[src/rtl/lsu_request_sequencer_if.sv]
// CPU request/response and load_store memory bus for the LSU sequencer.
// master = CPU/memory side, slave = the sequencer itself.
interface lsu_request_sequencer_if;
    logic        req_valid;
    logic        req_ready;
    logic        req_wr;
    logic [2:0]  req_funct3;
    logic [31:0] req_addr;
    logic [31:0] req_wdata;

    logic        rsp_valid;
    logic [31:0] rsp_rdata;
    logic        rsp_exception;
    logic [3:0]  rsp_cause;

    logic        mem_en;
    logic        mem_wr;
    logic [2:0]  mem_size;
    logic [31:0] mem_addr;
    logic [31:0] mem_wdata;
    logic [31:0] mem_rdata;
    logic        mem_exception;

    modport master (
        output req_valid,
        output req_wr,
        output req_funct3,
        output req_addr,
        output req_wdata,
        output mem_rdata,
        output mem_exception,
        input  req_ready,
        input  rsp_valid,
        input  rsp_rdata,
        input  rsp_exception,
        input  rsp_cause,
        input  mem_en,
        input  mem_wr,
        input  mem_size,
        input  mem_addr,
        input  mem_wdata
    );

    modport slave (
        input  req_valid,
        input  req_wr,
        input  req_funct3,
        input  req_addr,
        input  req_wdata,
        input  mem_rdata,
        input  mem_exception,
        output req_ready,
        output rsp_valid,
        output rsp_rdata,
        output rsp_exception,
        output rsp_cause,
        output mem_en,
        output mem_wr,
        output mem_size,
        output mem_addr,
        output mem_wdata
    );
endinterface

[src/rtl/lsu_request_sequencer.sv]
// One-at-a-time load/store sequencer: precheck, memory enable timing,
// load data extension and a registered single-cycle response.
module lsu_request_sequencer #(
    parameter int READ_LATENCY = 1
) (
    input logic                     CLK,
    input logic                     reset,
    lsu_request_sequencer_if.slave  bus
);

    typedef enum logic [1:0] {
        IDLE,
        ISSUE,
        WAIT,
        RESP
    } state_t;

    localparam logic [2:0] CNT_INIT = 3'(READ_LATENCY - 1);

    state_t      state;
    state_t      state_n;
    logic [2:0]  cnt;
    logic [2:0]  cnt_n;

    logic        wr_q;
    logic [2:0]  f3_q;
    logic [31:0] addr_q;
    logic [31:0] wdata_q;

    logic        rsp_v_q;
    logic        rsp_e_q;
    logic [3:0]  rsp_c_q;
    logic [31:0] rsp_d_q;
    logic        rsp_v_n;
    logic        rsp_e_n;
    logic [3:0]  rsp_c_n;
    logic [31:0] rsp_d_n;

    logic        accept;
    logic        is_half;
    logic        is_word;
    logic        misal;
    logic        legal_f3;
    logic        fault;
    logic [7:0]  region;
    logic [31:0] ext_data;

    assign accept = bus.req_valid && (state == IDLE);
    assign region = bus.req_addr[31:24];

    // Precheck on the live request; only meaningful in the accept cycle.
    always_comb begin
        is_half  = (bus.req_funct3 == 3'b001)
                || (bus.req_funct3 == 3'b101);
        is_word  = (bus.req_funct3 == 3'b010);
        misal    = (is_half && bus.req_addr[0])
                || (is_word && (bus.req_addr[1:0] != 2'b00));
        legal_f3 = 1'b0;
        unique case (bus.req_funct3)
            3'b000, 3'b001, 3'b010: legal_f3 = 1'b1;
            3'b100, 3'b101:         legal_f3 = !bus.req_wr;
            default:                legal_f3 = 1'b0;
        endcase
        fault = !legal_f3
             || (region > 8'h02)
             || (bus.req_wr && (region == 8'h00));
    end

    always_comb begin
        ext_data = bus.mem_rdata;
        unique case (f3_q)
            3'b000:  ext_data = {{24{bus.mem_rdata[7]}},
                                 bus.mem_rdata[7:0]};
            3'b100:  ext_data = {24'd0, bus.mem_rdata[7:0]};
            3'b001:  ext_data = {{16{bus.mem_rdata[15]}},
                                 bus.mem_rdata[15:0]};
            3'b101:  ext_data = {16'd0, bus.mem_rdata[15:0]};
            default: ext_data = bus.mem_rdata;
        endcase
    end

    always_comb begin
        state_n = state;
        cnt_n   = cnt;
        rsp_v_n = 1'b0;
        rsp_e_n = 1'b0;
        rsp_c_n = 4'd0;
        rsp_d_n = 32'd0;
        unique case (state)
            IDLE: begin
                if (accept) begin
                    if (misal) begin
                        state_n = RESP;
                        rsp_v_n = 1'b1;
                        rsp_e_n = 1'b1;
                        rsp_c_n = bus.req_wr ? 4'd6 : 4'd4;
                    end else if (fault) begin
                        state_n = RESP;
                        rsp_v_n = 1'b1;
                        rsp_e_n = 1'b1;
                        rsp_c_n = bus.req_wr ? 4'd7 : 4'd5;
                    end else begin
                        state_n = ISSUE;
                    end
                end
            end
            ISSUE: begin
                if (wr_q) begin
                    state_n = RESP;
                    rsp_v_n = 1'b1;
                end else begin
                    state_n = WAIT;
                    cnt_n   = CNT_INIT;
                end
            end
            WAIT: begin
                if (cnt == 3'd0) begin
                    state_n = RESP;
                    rsp_v_n = 1'b1;
                    if (bus.mem_exception) begin
                        rsp_e_n = 1'b1;
                        rsp_c_n = 4'd5;
                    end else begin
                        rsp_d_n = ext_data;
                    end
                end else begin
                    cnt_n = cnt - 3'd1;
                end
            end
            RESP: begin
                state_n = IDLE;
            end
            default: begin
                state_n = IDLE;
            end
        endcase
    end

    always_ff @(posedge CLK or posedge reset) begin
        if (reset) begin
            state <= IDLE;
            cnt   <= 3'd0;
        end else begin
            state <= state_n;
            cnt   <= cnt_n;
        end
    end

    always_ff @(posedge CLK or posedge reset) begin
        if (reset) begin
            wr_q    <= 1'b0;
            f3_q    <= 3'd0;
            addr_q  <= 32'd0;
            wdata_q <= 32'd0;
        end else if (accept) begin
            wr_q    <= bus.req_wr;
            f3_q    <= bus.req_funct3;
            addr_q  <= bus.req_addr;
            wdata_q <= bus.req_wdata;
        end
    end

    always_ff @(posedge CLK or posedge reset) begin
        if (reset) begin
            rsp_v_q <= 1'b0;
            rsp_e_q <= 1'b0;
            rsp_c_q <= 4'd0;
            rsp_d_q <= 32'd0;
        end else begin
            rsp_v_q <= rsp_v_n;
            rsp_e_q <= rsp_e_n;
            rsp_c_q <= rsp_c_n;
            rsp_d_q <= rsp_d_n;
        end
    end

    assign bus.req_ready     = (state == IDLE);
    assign bus.rsp_valid     = rsp_v_q;
    assign bus.rsp_exception = rsp_e_q;
    assign bus.rsp_cause     = rsp_c_q;
    assign bus.rsp_rdata     = rsp_d_q;

    // Enable is decoded from state so reset drops it without a clock.
    assign bus.mem_en    = (state == ISSUE) || (state == WAIT);
    assign bus.mem_wr    = (state == ISSUE) && wr_q;
    assign bus.mem_size  = f3_q;
    assign bus.mem_addr  = addr_q;
    assign bus.mem_wdata = wdata_q;

endmodule

[src/flat_wrapper.sv]
// flat-port wrapper written by rule: the top's interface ports become plain ports
module lsu_request_sequencer_flat 
#(
    parameter int READ_LATENCY = 1
)
  (CLK, reset, bus_req_valid, bus_req_wr, bus_req_funct3, bus_req_addr, bus_req_wdata, bus_mem_rdata, bus_mem_exception, bus_req_ready, bus_rsp_valid, bus_rsp_rdata, bus_rsp_exception, bus_rsp_cause, bus_mem_en, bus_mem_wr, bus_mem_size, bus_mem_addr, bus_mem_wdata);
  lsu_request_sequencer_if bus_i ();
  input logic CLK;
  input logic reset;
  input wire logic [$bits(bus_i.req_valid)-1:0] bus_req_valid;
  input wire logic [$bits(bus_i.req_wr)-1:0] bus_req_wr;
  input wire logic [$bits(bus_i.req_funct3)-1:0] bus_req_funct3;
  input wire logic [$bits(bus_i.req_addr)-1:0] bus_req_addr;
  input wire logic [$bits(bus_i.req_wdata)-1:0] bus_req_wdata;
  input wire logic [$bits(bus_i.mem_rdata)-1:0] bus_mem_rdata;
  input wire logic [$bits(bus_i.mem_exception)-1:0] bus_mem_exception;
  output wire logic [$bits(bus_i.req_ready)-1:0] bus_req_ready;
  output wire logic [$bits(bus_i.rsp_valid)-1:0] bus_rsp_valid;
  output wire logic [$bits(bus_i.rsp_rdata)-1:0] bus_rsp_rdata;
  output wire logic [$bits(bus_i.rsp_exception)-1:0] bus_rsp_exception;
  output wire logic [$bits(bus_i.rsp_cause)-1:0] bus_rsp_cause;
  output wire logic [$bits(bus_i.mem_en)-1:0] bus_mem_en;
  output wire logic [$bits(bus_i.mem_wr)-1:0] bus_mem_wr;
  output wire logic [$bits(bus_i.mem_size)-1:0] bus_mem_size;
  output wire logic [$bits(bus_i.mem_addr)-1:0] bus_mem_addr;
  output wire logic [$bits(bus_i.mem_wdata)-1:0] bus_mem_wdata;
  assign bus_i.req_valid = bus_req_valid;
  assign bus_i.req_wr = bus_req_wr;
  assign bus_i.req_funct3 = bus_req_funct3;
  assign bus_i.req_addr = bus_req_addr;
  assign bus_i.req_wdata = bus_req_wdata;
  assign bus_i.mem_rdata = bus_mem_rdata;
  assign bus_i.mem_exception = bus_mem_exception;
  assign bus_req_ready = bus_i.req_ready;
  assign bus_rsp_valid = bus_i.rsp_valid;
  assign bus_rsp_rdata = bus_i.rsp_rdata;
  assign bus_rsp_exception = bus_i.rsp_exception;
  assign bus_rsp_cause = bus_i.rsp_cause;
  assign bus_mem_en = bus_i.mem_en;
  assign bus_mem_wr = bus_i.mem_wr;
  assign bus_mem_size = bus_i.mem_size;
  assign bus_mem_addr = bus_i.mem_addr;
  assign bus_mem_wdata = bus_i.mem_wdata;
  lsu_request_sequencer #(.READ_LATENCY(READ_LATENCY)) u_core (.CLK(CLK), .reset(reset), .bus(bus_i));
endmodule
[config.mk]
export PLATFORM = sky130hd
export DESIGN_NAME = lsu_request_sequencer_flat
export DESIGN_NICKNAME = d
export VERILOG_FILES = /design/src/rtl/lsu_request_sequencer_if.sv /design/src/rtl/lsu_request_sequencer.sv /design/src/flat_wrapper.sv
export SDC_FILE = /design/constraint.sdc
export NUM_CORES = 1
export LEC_CHECK = 0
export CORE_ASPECT_RATIO = 2
export CORE_UTILIZATION = 30
export CTS_BUF_LIST = sky130_fd_sc_hd__clkbuf_8
export DETAILED_ROUTE_END_ITERATION = 10
export PLACE_DENSITY = 0.6
export SKIP_LAST_GASP = 1
export SYNTH_ARGS = -nofsm -noshare
export SYNTH_HDL_FRONTEND = slang
export SYNTH_SLANG_ARGS = --single-unit
[constraint.sdc]
create_clock -name CLK -period 4.8 [get_ports CLK]
set_input_delay 0.96 -clock CLK [delete_from_list [all_inputs] [get_ports CLK]]
set_output_delay 0.96 -clock CLK [all_outputs]
set_load 0.005 [all_outputs]
Word-level counts from Yosys, hierarchy flattened
Cells that the tools add are included.
{ "word_totals": {"reg_bits": 111, "latch_bits": 0, "ramBits": 0, "romBits": 0, "in_bits": 104, "out_inout_bits": 108, "mem_count": 0} }
{ "classes": {"add_sub_neg": 1, "mul": 0, "div": 0, "magnitude_cmp": 1, "n_eq_ne": 14, "shift": 0, "mux": 31, "n_bitwise": 0, "n_reduce_logical": 23} }
{ "ops": {"columns": ["op", "n"], "rows": [
  ["$pmux 32 s4", 1],
  ["$mux 32", 3],
  ["$mux 4", 4],
  ["$eq 3x3->1 const B", 4],
  ["$mux 2", 6],
  ["$logic_not 3->1", 3],
  ["$mux 3", 3],
  ["$gt 8x2->1 const B", 1],
  ["$logic_not 8->1", 1],
  ["$mux 1", 8],
  ["$pmux 2 s4", 1],
  ["$pmux 4 s2", 1],
  ["$eq 3x1->1 const B", 2],
  ["$pmux 3 s2", 1],
  ["$logic_and 1x1->1", 5],
  ["$logic_or 1x1->1", 5],
  ["$eq 2x2->1 const B", 2],
  ["$ne 2x1->1 const B", 2],
  ["$ne 2x2->1 const B", 2],
  ["$pmux 1 s2", 2],
  ["$reduce_bool 2->1", 2],
  ["$eq 3x2->1 const B", 1],
  ["$pmux 1 s3", 1],
  ["$reduce_and 3->1", 1],
  ["7 further kinds", 8]
]} }

Depth between registers and ports, before layout
Gate-level depths: netlist of the first run.
{ "logic_depth": {"word_depth": 10, "mapped_depth": 7} }

Worst setup path after synthesis of the first run
OpenSTA, ideal clock, no wires.
{ "synth_timing": {"path_type": "input port to flip-flop", "from": "in bus_req_addr[24]", "to": "reg u_core.rsp_c_q[2], in the netlist u_core.bus.rsp_cause[2]", "setup_ps": 131, "arrival_ps": 1869, "t_required_ps": 4669, "slack_ps": 2800, "path_stages": 4, "n_path_buf": 0, "cell_sequence": "a211o_1 > a211o_1 > nor3_2 > o21ai_0"} }
{ "synth_via": {"elab_chain_len": 7, "word_cells_on_any_way": 9} }
{ "synth_lines": {"columns": ["element", "line", "rtl"], "rows": [
  ["start, declared", "flat_wrapper.sv:13", "input wire logic [$bits(bus_i.req_addr)-1:0] bus_req_addr;"],
  ["$gt 8x2->1 or $logic_not 8->1 (tied branches)", "lsu_request_sequencer.sv:65, lsu_request_sequencer.sv:66", null],
  ["$logic_or 1x1->1 or $logic_and 1x1->1 (tied branches)", "lsu_request_sequencer.sv:65, lsu_request_sequencer.sv:66", null],
  ["$logic_or 1x1->1 (*)", "lsu_request_sequencer.sv:66", "|| (bus.req_wr && (region == 8'h00));"],
  ["$mux 4 (*)", "lsu_request_sequencer.sv:97", "end else if (fault) begin"],
  ["$mux 4 (*)", "lsu_request_sequencer.sv:92", "if (misal) begin"],
  ["$mux 4 (*)", "lsu_request_sequencer.sv:91", "if (accept) begin"],
  ["$pmux 4 s2 (*)", "lsu_request_sequencer.sv:89", "unique case (state)"],
  ["named net u_core.rsp_c_n[2]", "lsu_request_sequencer.sv:36", "logic [3:0] rsp_c_n;"],
  ["end signal, assigned", "lsu_request_sequencer.sv:172", "rsp_c_q <= rsp_c_n;"],
  ["end, declared", "lsu_request_sequencer.sv:32", "logic [3:0] rsp_c_q;"]
]} }
Mark *: on every way through the listed nets, which the timed path passes. The rest lies on a longest branch.
A chain may end at the register's enable or synchronous reset.

Worst setup path in the final report of the first run
{ "layout_timing": {"from": "reg u_core.f3_q[1], in the netlist u_core.bus.mem_size[1]", "to": "out bus_mem_size[1]"} }
{ "layout_rtl": {"columns": ["element", "line", "rtl"], "rows": [
  ["start, declared", "lsu_request_sequencer.sv:26", "logic [2:0] f3_q;"],
  ["start signal, assigned", "lsu_request_sequencer.sv:157", "f3_q <= bus.req_funct3;"],
  ["end, declared", "flat_wrapper.sv:24", "output wire logic [$bits(bus_i.mem_size)-1:0] bus_mem_size;"]
]} }
No word-level cell between the ends.

==> impl_metrics.env, run 1 <==
export IMPL_run_status="completed"
export IMPL_setup_violations_final=0
export IMPL_synthDominantCellAreaShare_pct=64.5
export IMPL_drc=0
export IMPL_cts_hold_repair_buffers=0
export IMPL_route_met3_wl_um=642
export IMPL_rsz0062_at_grt="no"
export IMPL_insertedDiodeCount=0
export IMPL_post_route_min_period_ns=2.95
export IMPL_hold_violations=0
export IMPL_tritoncts="built"
export IMPL_cts_resized=0
export IMPL_die_area_um2=14700
export IMPL_pwr_density_cell_nw_per_um2=537
export IMPL_synth_nets=420
export IMPL_io_pins=212
export IMPL_fin_nets=627
export IMPL_critPathArrivalTime_ns=1.99
export IMPL_design_core_area_um2=13900
export IMPL_final_slew_violations=0
export IMPL_max_cap_violations=0
export IMPL_synthArstFlopShare_pct=100
export IMPL_worst_setup_path_startpoint="u_core.bus.mem_size[1]"
export IMPL_timing_critical_path_buf_inv=1
export IMPL_synth_ff_type="sky130_fd_sc_hd__dfrtp_1"
export IMPL_net_sw_power_mw=1.05
export IMPL_final_min_period_over_clock_period_pct=61.4
export IMPL_chipWidth_um=86.4
export IMPL_critical_path_endpoint_type="output port"
export IMPL_critical_path_class="reg2out"
export IMPL_clk_path_buf_depth=2
export IMPL_crit_path_max_fanout=28
export IMPL_first_iter_violations=91
export IMPL_final_design_area_no_fill_um2=6750
export IMPL_leakagePower_nw=2.94
export IMPL_synth_area_leader_cell="sky130_fd_sc_hd__dfrtp_1"
export IMPL_cts_sinks=110
export IMPL_worst_setup_hold_path_clk_slew_ns=0.10
export IMPL_grt_overflow=0
export IMPL_place_gp_congestion=0.776
export IMPL_maximum_number_of_pins_on_one_net_before_global_route_repair=76
export IMPL_hold_ws_ns=0.512
export IMPL_p_int_mw=2.58
export IMPL_r2r_worst_path_cells=4
export IMPL_seqPwrFrac_pct=41.3
export IMPL_grt_total_usage_pct=15.7
export IMPL_placedCellCount=695
export IMPL_die_height_um=171
export IMPL_half_perimeter_wire_length_of_the_detailed_placement_result_um=8420
export IMPL_via_count=3130
export IMPL_netlist_cell_type_count=35
export IMPL_synthTopCellsByArea="sky130_fd_sc_hd__dfrtp_1 64%, sky130_fd_sc_hd__mux2_2 18%, sky130_fd_sc_hd__a21oi_1 3.0%"
export IMPL_drt_total_wl_um=11400
export IMPL_drt_antenna_violating_nets=0
export IMPL_final_tns_setup_ns=0
export IMPL_p_clk_share_pct=15.5
export IMPL_max_stage_delay_ns=0.96
export IMPL_post_route_cells_drive_above_1_share_pct=17.0
export IMPL_area_growth_syn_to_layout_pct=58.2
export IMPL_syn_mean_instance_area_um2=13.8
export IMPL_synthesis_area_um2=4270
export IMPL_drt_wirelength_per_cell_um=16.0
export IMPL_timing_critical_path_to="bus_mem_size[1]"
export IMPL_cts_made_buffers=9
export IMPL_critical_path_cell_count=1
export IMPL_global_route_wire_length_before_repair_um=17100
export IMPL_r2r_end="u_core.bus.mem_wdata[24]"
export IMPL_post_dp_cell_area_um2=6560
export IMPL_max_freq_mhz=339
export IMPL_first_global_vias=3216
export IMPL_sequential_area_share_after_synthesis_pct=64.5
export IMPL_mostFrequentLayoutCell="sky130_fd_sc_hd__clkdlybuf4s50_1"
export IMPL_cp_start_kind="flop"
export IMPL_rr_startpoint="u_core.state[1]"
export IMPL_root_buffer="sky130_fd_sc_hd__clkbuf_8"
export IMPL_dr_max_layer_used="met4"
export IMPL_worst_hold_path_type="reg2reg"
export IMPL_cp_top_family="flip-flops"
export IMPL_floorplan_rows=61
export IMPL_reg2reg_setup_slack_ns=2.62
export IMPL_clock_latency_ns=0.37
export IMPL_detail_route_wirelength_met1_um=3880
export IMPL_final_cell_mix="210 x sky130_fd_sc_hd__clkdlybuf4s50_1, 110 x sky130_fd_sc_hd__dfrtp_1, 67 x sky130_fd_sc_hd__mux2_2"
export IMPL_synth_cells=310
export IMPL_initial_core_util_pct=30.7
export IMPL_post_cts_setup_buffer_count=0
export IMPL_timing_critical_path_cells="clkdlybuf4s50_1"
export IMPL_routed_wl_met2_um=6610
export IMPL_power_ir_vdd_worst_uv=207
export IMPL_timing_max_slew_rel_slack_pct=34.5
export IMPL_ctsHtreeMaxLevel=3
export IMPL_skew_ns=0.0155
export IMPL_input_output_buffers=210
export IMPL_final_instance_count_excl_fill=711
export IMPL_number_of_synthesized_flops_with_an_enable_pin=0
export IMPL_worst_pin_slew_ns=0.983
export IMPL_cp_slowest_cell="sky130_fd_sc_hd__dfrtp_1"
export IMPL_drt_vias_per_instance=4.40
export IMPL_sw_frac_of_total_pct=29.0
export IMPL_comb_power_share_pct=43.2
export IMPL_grt_antenna_before_repair=0
export IMPL_ys_warnings_count=0
export IMPL_yosys_register_bits=110
export IMPL_cp_required_ns=3.84
export IMPL_drtPass1Iterations=4
[worst min-delay path by stage]
stage	start	to	slack (ns)	cells after the start
2_1_floorplan	u_core.wr_q	u_core.wr_q	0.48	1
3_3_place_gp	u_core.bus.mem_wdata[4]	u_core.bus.mem_wdata[4]	0.49	1
3_5_place_dp	u_core.bus.mem_wdata[19]	u_core.bus.mem_wdata[19]	0.49	1
4_1_cts	u_core.bus.mem_wdata[15]	u_core.bus.mem_wdata[15]	0.52	1
5_1_grt	u_core.bus.mem_wdata[19]	u_core.bus.mem_wdata[19]	0.52	1
6_report	u_core.bus.mem_wdata[15]	u_core.bus.mem_wdata[15]	0.51	1
[state kept, by name (all words and copies together), names as in the netlist]
register and cells:
u_core.bus.rsp_rdata 32, u_core.bus.rsp_cause 3, u_core.bus.mem_size 3, u_core.wr_q 1, u_core.bus.mem_wdata 32, u_core.state 2, u_core.cnt 3, u_core.bus.mem_addr 32
u_core.bus.rsp_valid 1, u_core.bus.rsp_exception 1
[logic make-up (layout without fill, tap and decap cells)]
logic type                 Yosys count  after routing  share of synthesized area [%]
buffers and inverters               40            252                           3.96
muxes                               70             70                           18.4
other                                1              1                         0.0878
adders and majority gates            6              6                           1.76
AOI/OAI and AO/OA                   52             52                           6.91
DFF                                110            110                           64.5
and+or+nand+nor                     31             31                           4.45
[synthesized netlist by cell type, types with 2 or more instances]
cell type	instances
sky130_fd_sc_hd__a211o_1	2
sky130_fd_sc_hd__mux2_2	67
sky130_fd_sc_hd__buf_2	12
sky130_fd_sc_hd__and2_1	8
sky130_fd_sc_hd__nand2b_1	2
sky130_fd_sc_hd__nand2_1	5
sky130_fd_sc_hd__ha_1	6
sky130_fd_sc_hd__o31ai_1	2
sky130_fd_sc_hd__clkbuf_1	3
sky130_fd_sc_hd__nand3b_1	3
sky130_fd_sc_hd__inv_1	24
sky130_fd_sc_hd__mux2i_1	3
sky130_fd_sc_hd__o21ai_0	14
sky130_fd_sc_hd__dfrtp_1	110
sky130_fd_sc_hd__a21oi_1	26
sky130_fd_sc_hd__nor2b_1	2
sky130_fd_sc_hd__nor2_1	3
[metrics by stage]
step | power, mW | setup slack [ns] | util, %
floorplan | 2.14 | 0.938 | -
global placement | 3.07 | 2.07 | 47.2
detailed placement | 3.12 | 2.03 | 47.2
CTS | 3.70 | 1.83 | 48.6
global route | 3.86 | 1.72 | 48.6
finish | 3.63 | 1.85 | 48.6
[worst reg2reg max path, cell delays in order, from the launching register on]
cell	delay, ns
sky130_fd_sc_hd__dfrtp_1	0.45
sky130_fd_sc_hd__inv_1	0.09
sky130_fd_sc_hd__ha_1	0.31
sky130_fd_sc_hd__nand2_4	0.74
sky130_fd_sc_hd__mux2_2	0.48
[power by group through the flow]
stage          combinational, mW  sequential [mW]  clock [mW]
6_report                    1.57             1.50       0.562
5_1_grt                     1.69             1.54       0.627
4_1_cts                     1.60             1.50       0.594
3_5_place_dp                1.60             1.52           0
3_3_place_gp                1.56             1.50           0
2_1_floorplan              0.638             1.50           0
[routing by layer]
metal	global-route usage, %	up-vias
li1	-	1463
met1	15.9	1540
met2	29.7	115
met3	4.05	12
met4	6.38	0
met5	0	-
[area by class of cell]
cell class | instances | area [um^2]
multi-input combinational | 160 | 1360
sequential | 110 | 2750
timing repair buffer | 212 | 2120
clock inverter | 6 | 61.3
tap | 189 | 236
fill | 1307 | 7140
inverter | 24 | 92.6
clock buffer | 10 | 138
Power figures use the tool's default switching activity.
==> run 2, diff against run 1 <==
PLACE_DENSITY = 0.62   (was 0.6)
clock period = 2.4 ns   (was 4.8 ns; I/O delays follow)
==> run 2 against run 1 <==
Effect of this change: clock power is 81% higher; design area is 0.78% higher; die area stayed put; setup slack worse by 1.7 ns; sequential cell count stayed put; power is 99% higher; critical path depth is 2 higher; sequential power is 98% higher; hold slack worse by 0.0014 ns; critical path type unchanged.
==> impl_metrics.env, run 2 (synthesis gave the netlist of run 1 again) <==
export IMPL_input_output_buffers=210
export IMPL_die_area_um2=14700
export IMPL_cp_required_ns=1.92
export IMPL_cp_slowest_cell="sky130_fd_sc_hd__clkdlybuf4s50_1"
export IMPL_final_instance_count_excl_fill=716
export IMPL_critical_path_endpoint_type="output port"
export IMPL_final_min_period_over_clock_period_pct=93.7
export IMPL_cp_start_kind="flop"
export IMPL_design_core_area_um2=13900
export IMPL_initial_core_util_pct=30.7
export IMPL_timing_critical_path_buf_inv=2
export IMPL_sw_frac_of_total_pct=29.6
export IMPL_tritoncts="built"
export IMPL_grt_total_usage_pct=15.3
export IMPL_hold_ws_ns=0.511
export IMPL_final_cell_mix="210 x sky130_fd_sc_hd__clkdlybuf4s50_1, 110 x sky130_fd_sc_hd__dfrtp_1, 67 x sky130_fd_sc_hd__mux2_2"
export IMPL_setup_violations_final=0
export IMPL_clk_path_buf_depth=2
export IMPL_skew_ns=0.0168
export IMPL_grt_overflow=0
export IMPL_drt_antenna_violating_nets=0
export IMPL_cts_sinks=110
export IMPL_insertedDiodeCount=0
export IMPL_reg2reg_setup_slack_ns=0.58
export IMPL_first_global_vias=3300
export IMPL_comb_power_share_pct=44.7
export IMPL_net_sw_power_mw=2.14
export IMPL_rsz0062_at_grt="no"
export IMPL_fin_nets=632
export IMPL_drc=0
export IMPL_drtPass1Iterations=3
export IMPL_final_slew_violations=0
export IMPL_worst_pin_slew_ns=0.650
export IMPL_max_freq_mhz=444
export IMPL_critPathArrivalTime_ns=1.77
export IMPL_post_route_cells_drive_above_1_share_pct=18.0
export IMPL_timing_max_slew_rel_slack_pct=56.6
export IMPL_cp_top_family="buffers and inverters"
export IMPL_route_met3_wl_um=681
export IMPL_place_gp_congestion=0.741
export IMPL_detail_route_wirelength_met1_um=3950
export IMPL_pwr_density_cell_nw_per_um2=1060
export IMPL_max_cap_violations=0
export IMPL_io_pins=212
export IMPL_p_int_mw=5.08
export IMPL_worst_setup_hold_path_clk_slew_ns=0.10
export IMPL_run_status="completed"
export IMPL_floorplan_rows=61
export IMPL_clock_latency_ns=0.37
export IMPL_dr_max_layer_used="met4"
export IMPL_die_height_um=171
export IMPL_via_count=3151
export IMPL_cts_made_buffers=9
export IMPL_crit_path_max_fanout=7
export IMPL_hold_violations=0
export IMPL_first_iter_violations=76
export IMPL_final_tns_setup_ns=0
export IMPL_worst_hold_path_type="reg2reg"
export IMPL_half_perimeter_wire_length_of_the_detailed_placement_result_um=8480
export IMPL_area_growth_syn_to_layout_pct=59.4
export IMPL_routed_wl_met2_um=6360
export IMPL_post_cts_setup_buffer_count=0
export IMPL_global_route_wire_length_before_repair_um=17100
export IMPL_placedCellCount=700
export IMPL_grt_antenna_before_repair=0
export IMPL_critical_path_class="reg2out"
export IMPL_seqPwrFrac_pct=41.1
export IMPL_power_ir_vdd_worst_uv=644
export IMPL_drt_vias_per_instance=4.40
export IMPL_drt_wirelength_per_cell_um=15.8
export IMPL_post_route_min_period_ns=2.25
export IMPL_cts_hold_repair_buffers=0
export IMPL_p_clk_share_pct=14.2
export IMPL_timing_critical_path_cells="inv_1 -> ha_1 -> clkdlybuf4s50_1"
export IMPL_mostFrequentLayoutCell="sky130_fd_sc_hd__clkdlybuf4s50_1"
export IMPL_maximum_number_of_pins_on_one_net_before_global_route_repair=111
export IMPL_cts_resized=0
export IMPL_chipWidth_um=86.4
export IMPL_ctsHtreeMaxLevel=3
export IMPL_leakagePower_nw=2.97
export IMPL_drt_total_wl_um=11300
export IMPL_root_buffer="sky130_fd_sc_hd__clkbuf_8"
export IMPL_max_stage_delay_ns=0.57
-- run 2: power groups by stage --
stage	Clock [mW]	Combinational, mW	Sequential [mW]
2_1_floorplan	0	1.28	3.00
3_3_place_gp	0	3.22	2.98
3_5_place_dp	0	3.28	3.01
4_1_cts	1.07	3.29	2.98
5_1_grt	1.14	3.49	3.06
6_report	1.02	3.23	2.97
-- run 2: stage by stage --
stage	utilization [%]	worst slack [ns]	total power [mW]	area (um^2)
after global routing	49.0	0.0530	7.69	6810
after floorplan	-	0.591	4.27	4270
after detailed placement	47.7	0.286	6.29	6630
after CTS	49.0	0.102	7.34	6810
after global placement	47.7	0.315	6.20	6630
final	49.0	0.150	7.22	6810
-- run 2: area by class of cell --
class	count	area, um^2
clock buffer	9	124
clock inverter	7	51.3
fill	1264	7080
inverter	24	93.8
multi-input combinational	160	1360
sequential	110	2750
tap	189	236
timing repair buffer	217	2190
-- run 2: worst paths after layout --
kind                       cells after the start                        to                    start
setup / recovery                               3             bus_req_ready          u_core.state[0]
hold / removal                                 1   u_core.bus.mem_wdata[5]  u_core.bus.mem_wdata[5]
setup reg to reg                               5  u_core.bus.mem_wdata[12]          u_core.state[1]
hold reg to reg                                1   u_core.bus.mem_wdata[5]  u_core.bus.mem_wdata[5]
max in group asynchronous                      3   u_core.bus.rsp_rdata[8]                    reset
min in group asynchronous                      3  u_core.bus.mem_wdata[19]                    reset
-- run 2: metal layers --
metal,track usage [%],vias to the layer above
li1,-,1476
met1,15.8,1529
met2,28.7,130
met3,3.81,16
met4,6.45,0
met5,0,-
==> run 3, diff against run 2 <==
SLEW_MARGIN = 20   (was unset)
clock period = 2 ns   (was 2.4 ns; I/O delays follow)
==> run 3 against run 2 <==
Effect of this change: sequential power up 19%; core utilization is 0.65 points higher; cell count rose by 0.84%; die area is the same; routed wire length grew 1.4%; first-iteration DRC count down 22%; register-to-register slack got worse by 0.32 ns; critical path depth did not move; highest routed layer unchanged.
==> impl_metrics.env, run 3 (synthesis gave the netlist of run 1 again) <==
export IMPL_run_status="completed"
export IMPL_placedCellCount=704
export IMPL_io_pins=212
export IMPL_half_perimeter_wire_length_of_the_detailed_placement_result_um=8760
export IMPL_global_route_wire_length_before_repair_um=17500
export IMPL_power_total_mw=8.86
export IMPL_drt_vias_per_instance=4.36
export IMPL_reg2reg_setup_slack_ns=0.26
export IMPL_via_count=3150
export IMPL_maximum_number_of_pins_on_one_net_before_global_route_repair=77
export IMPL_area_growth_syn_to_layout_pct=61.5
export IMPL_place_gp_congestion=0.754
export IMPL_cts_hold_repair_buffers=0
export IMPL_die_height_um=171
export IMPL_max_freq_mhz=537
export IMPL_cts_sinks=110
export IMPL_design_core_area_um2=13900
export IMPL_fin_nets=638
export IMPL_grt_total_usage_pct=15.8
export IMPL_insertedDiodeCount=0
export IMPL_clock_latency_ns=0.37
export IMPL_floorplan_rows=61
export IMPL_max_cap_violations=0
export IMPL_drt_total_wl_um=11500
export IMPL_drtPass1Iterations=4
export IMPL_clk_path_buf_depth=2
export IMPL_routed_wl_met2_um=6570
export IMPL_pwr_density_cell_nw_per_um2=1290
export IMPL_mostFrequentLayoutCell="sky130_fd_sc_hd__clkdlybuf4s50_1"
export IMPL_final_instance_count_excl_fill=722
export IMPL_worst_hold_path_type="in2async"
export IMPL_leakagePower_nw=3.03
export IMPL_die_area_um2=14700
export IMPL_skew_ns=0.0175
export IMPL_first_iter_violations=59
export IMPL_critical_path_endpoint_type="output port"
export IMPL_final_cell_mix="207 x sky130_fd_sc_hd__clkdlybuf4s50_1, 109 x sky130_fd_sc_hd__dfrtp_1, 67 x sky130_fd_sc_hd__mux2_2"
export IMPL_cts_made_buffers=9
export IMPL_route_met3_wl_um=657
export IMPL_critPathArrivalTime_ns=1.46
export IMPL_worst_setup_hold_path_clk_slew_ns=0.11
export IMPL_count_of_filler_cells_inserted_in_the_layout=1295
export IMPL_grt_antenna_before_repair=0
export IMPL_dr_max_layer_used="met4"
export IMPL_drt_wirelength_per_cell_um=15.9
export IMPL_post_route_cells_drive_above_1_share_pct=19.3
export IMPL_grt_overflow=0
export IMPL_final_slew_violations=0
export IMPL_crit_path_max_fanout=4
export IMPL_critical_path_class="reg2out"
export IMPL_drc=0
export IMPL_first_global_vias=3426
export IMPL_rsz0062_at_grt="no"
export IMPL_chipWidth_um=86.4
export IMPL_hold_violations=0
export IMPL_input_output_buffers=210
export IMPL_drt_antenna_violating_nets=0
export IMPL_power_ir_vdd_worst_uv=644
export IMPL_detail_route_wirelength_met1_um=3920
export IMPL_root_buffer="sky130_fd_sc_hd__clkbuf_8"
export IMPL_final_tns_setup_ns=0
export IMPL_ctsHtreeMaxLevel=3
export IMPL_post_route_min_period_ns=1.86
export IMPL_initial_core_util_pct=30.7
export IMPL_final_min_period_over_clock_period_pct=93.1
export IMPL_cp_start_kind="flop"
export IMPL_cp_required_ns=1.60
export IMPL_tritoncts="built"
export IMPL_setup_violations_final=0
[run 3: changes by cell type in the layout (fill, tap and decap cells not counted), sizes merged]
cell	change
buf	+6
clkinv	-2
dlygate4sd2	+2
clkdlybuf4s50	-3
bufinv	+1
dlymetal6s2s	+1
clkbuf	+1
[run 3: power by group]
part | internal (mW) | switching [mW] | total (mW)
registers | 3.09 | 0.428 | 3.52
logic | 2.57 | 1.38 | 3.95
clock network | 0.624 | 0.767 | 1.39
[run 3: per-stage QoR]
stage / worst slack (ns) / hold WS [ns] / area (um^2) / utilization (%)
finish: 0.138 / 0.473 / 6900 / 49.6
global route: 0.0539 / 0.503 / 6900 / 49.6
CTS: -0.111 / 0.498 / 6890 / 49.6
detailed placement: -0.0135 / 0.492 / 6670 / 48.0
global placement: 0.0201 / 0.486 / 6670 / 48.0
floorplan: 0.271 / 0.479 / 4270 / -
[run 3: area by class of cell]
class,count,area (um^2),share of cell area [%]
clock buffers,10,138,2.00
clock inverters,6,68.8,0.998
inverters,24,93.8,1.36
multi-input cells,160,1360,19.7
flip-flops and latches,110,2750,39.9
well taps,189,236,3.43
repair buffers,223,2250,32.6
[run 3: critical path, stage by stage, from the launching register on]
cell and delay (ns):
sky130_fd_sc_hd__dfrtp_1 0.39, sky130_fd_sc_hd__inv_1 0.09, sky130_fd_sc_hd__ha_1 0.33, sky130_fd_sc_hd__dlygate4sd2_1 0.29
[run 3: path summary, 6_finish.rpt]
| path | start | cells past startpoint | end |
|---|---|---|---|
| worst max-delay path | u_core.state[0] | 3 | bus_mem_en |
| worst min-delay path | reset | 3 | u_core.bus.rsp_rdata[10] |
| worst max register to register | u_core.state[0] | 7 | u_core.bus.rsp_rdata[28] |
| worst min register to register | u_core.bus.mem_wdata[30] | 1 | u_core.bus.mem_wdata[30] |
| max in group asynchronous | reset | 3 | u_core.bus.mem_size[0] |
| min in group CLK | u_core.bus.mem_wdata[30] | 1 | u_core.bus.mem_wdata[30] |
[run 3: metal layers]
layer	vias up	GRT usage (%)
li1	1484	-
met4	0	6.88
met1	1521	15.7
met3	16	2.85
met5	-	0
met2	129	30.8
[run 3: what timing repair did]
item / 4_1_cts / 5_1_grt
endpoints found under the setup margin: 3 / 2
buffers inserted: 2 / 0
gates resized for setup: 2 / 2
hold endpoints to repair: 0 / 0
